$ cat config.mk
export PLATFORM = sky130hd
export DESIGN_NAME = result_scheduler_flat
export DESIGN_NICKNAME = d
export VERILOG_FILES = /design/src/rtl/result_scheduler_if.sv /design/src/rtl/result_scheduler.sv /design/src/flat_wrapper.sv
export SDC_FILE = /design/constraint.sdc
export NUM_CORES = 1
export LEC_CHECK = 0
export ABC_AREA = 0
export CORE_MARGIN = 3
export CORE_UTILIZATION = 45
export DETAILED_ROUTE_END_ITERATION = 7
export PLACE_DENSITY = 0.79
export SYNTH_ARGS = -nofsm -noshare
export SYNTH_HDL_FRONTEND = slang
export SYNTH_SLANG_ARGS = --single-unit
$ cat constraint.sdc
create_clock -name clk -period 2.1 [get_ports clk]
set_input_delay 0.42 -clock clk [delete_from_list [all_inputs] [get_ports clk]]
set_output_delay 0.42 -clock clk [all_outputs]
set_load 0.02 [all_outputs]
$ cat src/rtl/result_scheduler_if.sv
// Bundle of requester-side and engine-side signals of the result scheduler.
// The scheduler uses the slave view; requesters and the engine use the master view.
interface result_scheduler_if;
  // requester side
  logic        req0;
  logic        req1;
  logic [3:0]  addr0;
  logic [3:0]  addr1;
  logic        ack0;
  logic        ack1;
  logic        done0;
  logic        done1;
  logic        err;
  logic [15:0] res_out;
  logic [3:0]  res_dout;
  logic        busy;
  // engine side
  logic        eng_start;
  logic [3:0]  eng_addr;
  logic        eng_rst;
  logic [15:0] eng_out;
  logic [3:0]  eng_dout;
  logic        eng_finish;

  modport slave (
    input  req0, req1, addr0, addr1, eng_out, eng_dout, eng_finish,
    output ack0, ack1, done0, done1, err, res_out, res_dout, busy,
           eng_start, eng_addr, eng_rst
  );

  modport master (
    output req0, req1, addr0, addr1, eng_out, eng_dout, eng_finish,
    input  ack0, ack1, done0, done1, err, res_out, res_dout, busy,
           eng_start, eng_addr, eng_rst
  );
endinterface

$ cat src/rtl/result_scheduler.sv
// Two-requester round-robin scheduler for the result memory-walk engine.
// Launches one job at a time, waits for a rising edge of the engine finish,
// returns the captured results and aborts hung jobs with a watchdog.
module result_scheduler #(
  parameter int TIMEOUT = 255
) (
  input logic              clk,
  input logic              rst,
  result_scheduler_if.slave bus
);

  localparam int CW = (TIMEOUT < 1) ? 1 : $clog2(TIMEOUT + 1);
  localparam logic [CW-1:0] CNT_MAX = CW'(TIMEOUT);

  typedef enum logic [1:0] {IDLE, LAUNCH, WAIT, RECOVER} state_t;

  state_t        state_reg;
  logic          last_reg;      // requester served most recently
  logic          grant_reg;     // requester owning the current job
  logic          fin_q_reg;     // previous-cycle copy of eng_finish
  logic [CW-1:0] cnt_reg;       // watchdog counter, saturates at CNT_MAX

  logic          ack0_reg, ack1_reg, done0_reg, done1_reg, err_reg;
  logic          busy_reg, eng_start_reg;
  logic [3:0]    eng_addr_reg;
  logic [15:0]   res_out_reg;
  logic [3:0]    res_dout_reg;

  logic          fin_rise;
  logic          pick1;

  // A finish level left over from an earlier job never counts as completion.
  assign fin_rise = bus.eng_finish & ~fin_q_reg;

  // Requester 1 wins when alone, or on a tie when requester 0 was served last.
  assign pick1 = bus.req1 & (~bus.req0 | ~last_reg);

  // Scheduler state machine with registered outputs.
  always_ff @(posedge clk or posedge rst) begin
    if (rst) begin
      state_reg     <= IDLE;
      last_reg      <= 1'b1;
      grant_reg     <= 1'b0;
      fin_q_reg     <= 1'b0;
      cnt_reg       <= '0;
      ack0_reg      <= 1'b0;
      ack1_reg      <= 1'b0;
      done0_reg     <= 1'b0;
      done1_reg     <= 1'b0;
      err_reg       <= 1'b0;
      busy_reg      <= 1'b0;
      eng_start_reg <= 1'b0;
      eng_addr_reg  <= 4'h0;
      res_out_reg   <= 16'h0000;
      res_dout_reg  <= 4'h0;
    end else begin
      // pulse outputs default low so each lasts exactly one cycle
      ack0_reg      <= 1'b0;
      ack1_reg      <= 1'b0;
      done0_reg     <= 1'b0;
      done1_reg     <= 1'b0;
      err_reg       <= 1'b0;
      eng_start_reg <= 1'b0;
      // finish is tracked in every state; the engine reset clears it
      fin_q_reg     <= (state_reg == RECOVER) ? 1'b0 : bus.eng_finish;

      case (state_reg)
        IDLE: begin
          if (bus.req0 | bus.req1) begin
            grant_reg     <= pick1;
            eng_addr_reg  <= pick1 ? bus.addr1 : bus.addr0;
            ack0_reg      <= ~pick1;
            ack1_reg      <= pick1;
            eng_start_reg <= 1'b1;
            busy_reg      <= 1'b1;
            state_reg     <= LAUNCH;
          end
        end

        LAUNCH: begin
          cnt_reg   <= '0;
          state_reg <= WAIT;
        end

        WAIT: begin
          if (fin_rise) begin
            // completion takes priority over a simultaneous timeout
            res_out_reg  <= bus.eng_out;
            res_dout_reg <= bus.eng_dout;
            done0_reg    <= ~grant_reg;
            done1_reg    <= grant_reg;
            last_reg     <= grant_reg;
            busy_reg     <= 1'b0;
            state_reg    <= IDLE;
          end else if (cnt_reg == CNT_MAX) begin
            done0_reg <= ~grant_reg;
            done1_reg <= grant_reg;
            err_reg   <= 1'b1;
            last_reg  <= grant_reg;
            state_reg <= RECOVER;
          end else begin
            cnt_reg <= cnt_reg + 1'b1;
          end
        end

        RECOVER: begin
          busy_reg  <= 1'b0;
          state_reg <= IDLE;
        end

        default: begin
          busy_reg  <= 1'b0;
          state_reg <= IDLE;
        end
      endcase
    end
  end

  // Engine reset follows the scheduler reset and covers the recovery cycle.
  assign bus.eng_rst   = rst | (state_reg == RECOVER);

  assign bus.ack0      = ack0_reg;
  assign bus.ack1      = ack1_reg;
  assign bus.done0     = done0_reg;
  assign bus.done1     = done1_reg;
  assign bus.err       = err_reg;
  assign bus.busy      = busy_reg;
  assign bus.eng_start = eng_start_reg;
  assign bus.eng_addr  = eng_addr_reg;
  assign bus.res_out   = res_out_reg;
  assign bus.res_dout  = res_dout_reg;

endmodule

$ cat src/flat_wrapper.sv
// flat-port wrapper written by rule: the top's interface ports become plain ports
module result_scheduler_flat 
#(
  parameter int TIMEOUT = 255
)
  (clk, rst, bus_req0, bus_req1, bus_addr0, bus_addr1, bus_eng_out, bus_eng_dout, bus_eng_finish, bus_ack0, bus_ack1, bus_done0, bus_done1, bus_err, bus_res_out, bus_res_dout, bus_busy, bus_eng_start, bus_eng_addr, bus_eng_rst);
  result_scheduler_if bus_i ();
  input logic clk;
  input logic rst;
  input wire logic [$bits(bus_i.req0)-1:0] bus_req0;
  input wire logic [$bits(bus_i.req1)-1:0] bus_req1;
  input wire logic [$bits(bus_i.addr0)-1:0] bus_addr0;
  input wire logic [$bits(bus_i.addr1)-1:0] bus_addr1;
  input wire logic [$bits(bus_i.eng_out)-1:0] bus_eng_out;
  input wire logic [$bits(bus_i.eng_dout)-1:0] bus_eng_dout;
  input wire logic [$bits(bus_i.eng_finish)-1:0] bus_eng_finish;
  output wire logic [$bits(bus_i.ack0)-1:0] bus_ack0;
  output wire logic [$bits(bus_i.ack1)-1:0] bus_ack1;
  output wire logic [$bits(bus_i.done0)-1:0] bus_done0;
  output wire logic [$bits(bus_i.done1)-1:0] bus_done1;
  output wire logic [$bits(bus_i.err)-1:0] bus_err;
  output wire logic [$bits(bus_i.res_out)-1:0] bus_res_out;
  output wire logic [$bits(bus_i.res_dout)-1:0] bus_res_dout;
  output wire logic [$bits(bus_i.busy)-1:0] bus_busy;
  output wire logic [$bits(bus_i.eng_start)-1:0] bus_eng_start;
  output wire logic [$bits(bus_i.eng_addr)-1:0] bus_eng_addr;
  output wire logic [$bits(bus_i.eng_rst)-1:0] bus_eng_rst;
  assign bus_i.req0 = bus_req0;
  assign bus_i.req1 = bus_req1;
  assign bus_i.addr0 = bus_addr0;
  assign bus_i.addr1 = bus_addr1;
  assign bus_i.eng_out = bus_eng_out;
  assign bus_i.eng_dout = bus_eng_dout;
  assign bus_i.eng_finish = bus_eng_finish;
  assign bus_ack0 = bus_i.ack0;
  assign bus_ack1 = bus_i.ack1;
  assign bus_done0 = bus_i.done0;
  assign bus_done1 = bus_i.done1;
  assign bus_err = bus_i.err;
  assign bus_res_out = bus_i.res_out;
  assign bus_res_dout = bus_i.res_dout;
  assign bus_busy = bus_i.busy;
  assign bus_eng_start = bus_i.eng_start;
  assign bus_eng_addr = bus_i.eng_addr;
  assign bus_eng_rst = bus_i.eng_rst;
  result_scheduler #(.TIMEOUT(TIMEOUT)) u_core (.clk(clk), .rst(rst), .bus(bus_i));
endmodule
==> results.py <==
metrics = {
    "timing": {
        "tns_ns": 0,
        "fmax_mhz": 499,
        "setup_viol": 0,
        "hold_violations": 0,
        "grt_setup_unrepaired": "no",
        "finClkSkew_ns": 0.00739,
        "worst_pin_slew_ns": 0.359,
        "slew_viol_final": 0,
        "finalCritPeriodShare_pct": 95.4,
        "timing.slew.headroom_pct": 76.0,
        "period_needed_ns": 2.00,
    },
    "setup_path": {
        "crit_fanout": 5,
        "r2r_cells": 5,
        "cp.required_ns": 1.68,
        "setup.worst_path.class": "reg2out",
        "startpoint_type": "register",
        "timing.rr.start": "u_core.state_reg[0]$_DFFE_PP0P_",
        "crit_path_end_kind": "output port",
        "r2r_end": "u_core.cnt_reg[0]$_DFFE_PP0P_",
        "reg2reg_slack_ns": 0.44,
        "critical_path_arrival_ns": 1.58,
    },
    "grt": {
        "grt_pass1_vias": 1616,
        "grt_overflow": 0,
        "grt_max_degree": 29,
        "antenna_found_initial": 0,
        "track_usage_pct": 19.5,
        "grt_pass1_wl_um": 7650,
    },
    "drt": {
        "drtIter0Drc": 56,
        "via_per_inst": 5.37,
        "drc_errors": 0,
        "finalWirelength_um": 4570,
        "drt_first_pass_iters": 4,
        "drtAntennaViolNets": 0,
        "wire_per_inst_um": 16.7,
        "via_count": 1471,
    },
    "synth": {
        "synth_flop_cell": "dfrtp_1",
        "postSynth.asyncResetShare_pct": 100,
        "syn_area_mm2": 0.00192,
        "synth-edff-count": 0,
        "synthCells": 152,
        "synth-warning-count": 0,
        "synth-seq-cells": 44,
        "synth.avg_cell_area_um2": 12.7,
        "ys_seq_area_share_pct": 57.3,
        "synth_fp_nets": 190,
        "synth.distinct_cells": 41,
    },
    "final_layout": {
        "diodes": 0,
        "area_growth_pct": 42.2,
        "largest_register_ffs": 16,
        "finish.net_count": 263,
        "final_layout_size_suffix_gt1_share_pct": 19.6,
        "final_cells": 274,
    },
    "clock_network": {
        "htree_num_levels": 2,
        "clock-sinks": 44,
        "cts-root-buf": "clkbuf_8",
        "post_cts.repair.setup_buffers": 0,
        "cts_tree": "done",
        "clk-insertion-delay-late_ns": 0.29,
        "clkTransAtPathRegs_ns": 0.08,
        "cts_buffers": 5,
        "clockBufferDepth": 2,
    },
    "place": {
        "dp_hpwl_um": 3490,
        "place.gp.congestion": 0.844,
        "port-buffer-count": 64,
        "placedCellCount": 268,
    },
    "floorplanning": {
        "die_h_um": 71.4,
        "die-area_mm2": 0.00509,
        "ioPinCount": 65,
        "start_util_pct": 47.4,
        "core_mm2": 0.00406,
        "fp.dieW_um": 71.4,
        "num_rows": 23,
    },
    "status": {
        "status": "finished, final reports clean",
    },
    "min_path": {
        "min-delay-path-class": "in2async",
    },
    "power_and_ir_drop": {
        "power_leakage_nw": 1.21,
        "powerDensity_mw_per_mm2": 1350,
        "ir_drop_v": 0.000898,
    },
    "job": {
        "max-cap-violations": 0,
    },
}
cell usage after synthesis, types with 2 or more instances:
library cell  instances  area, µm²
nand3_1               5       25.0
mux2_2               21        236
a31oi_1               2       12.5
buf_2                 2       10.0
o31ai_1               2       15.0
nor2_1                4       15.0
inv_1                 6       22.5
o21ai_0               7       35.0
nor2b_1               2       12.5
a21oi_1               8       40.0
and2_1                3       18.8
nand2_1               9       33.8
a21boi_2              2       22.5
dfrtp_1              43       1080
ha_1                  5       62.6
mux2i_1               4       40.0
a41oi_1               2       17.5
clkbuf_8              2       27.5
what timing repair did:
item | 4_1_cts | 5_1_grt
endpoints found under the setup margin | 1 | 0
resized for setup | 1 | 0
hold buffers | 0 | 0
metrics by stage:
| stage | worst slack (ns) | area [µm²] | util (%) | hold slack [ns] | power, mW |
|---|---|---|---|---|---|
| after global placement | 0.00682 | 2640 | 65.0 | 0.467 | 3.04 |
| after global routing | 0.0291 | 2740 | 67.4 | 0.506 | 3.94 |
| final | 0.0974 | 2740 | 67.4 | 0.482 | 3.70 |
| after detailed placement | 0.00893 | 2640 | 65.0 | 0.477 | 3.12 |
| after CTS | 0.0686 | 2740 | 67.4 | 0.485 | 3.74 |
| after floorplan | 0.594 | 1920 | - | 0.437 | 2.35 |
worst max-delay path by stage:
stage	end	slack (ns)	from
after floorplan	u_core.cnt_reg[6]$_DFFE_PP0P_	0.59	u_core.state_reg[0]$_DFFE_PP0P_
after global routing	bus_eng_rst	0.03	u_core.state_reg[0]$_DFFE_PP0P_
after global placement	bus_eng_rst	0.007	rst
after detailed placement	bus_eng_rst	0.009	rst
final	bus_eng_rst	0.1	u_core.state_reg[0]$_DFFE_PP0P_
after CTS	bus_eng_rst	0.07	u_core.state_reg[0]$_DFFE_PP0P_
kinds of logic after synthesis:
kind of cell	share of synthesized area, %
flip-flops	57.3
AND/OR/NAND/NOR	10.3
AO/OA/AOI/OAI	11.4
multiplexers	14.4
buffers and inverters	3.32
adder cells (fa/ha/maj)	3.25
metal layers:
layer  up-vias  GRT usage [%]  routed length (µm)
li1        686              -                   -
met1       731           22.2                1760
met2        47           35.3                2490
met3         7           5.89                 258
met4         0           5.64                  64
met5         -              0                   0
layout make-up:
type,count,area [µm²]
clock buffers,5,68.8
clock inverters,1,30.0
fillers,307,1320
inverters,6,22.5
multi-input cells,97,757
flip-flops and latches,44,1100
well taps,50,62.6
repair buffers,71,692
cell usage in the layout (no fill, tap or decap), drive strengths merged, types with 4 or more instances in the layout:
master	count
mux2i	4
dfrtp	43
clkdlybuf4s50	63
ha	5
clkbuf	5
inv	6
o21ai	7
nor2	5
a21oi	8
nand2	9
buf	7
and2	4
nand3	6
mux2	21
report_power, final:
part	internal [mW]	total [mW]	switching, mW
clock network	0.341	0.608	0.266
registers	1.17	1.36	0.189
logic	0.874	1.74	0.863
total	2.39	3.70	1.32
worst max-delay path: stages, from the launching register on:
cell	delay, ns
dfrtp_1	0.43
ha_1	0.24
or2_2	0.30
dlygate4sd2_1	0.33
No activity file was read; power rests on OpenSTA's default activity.
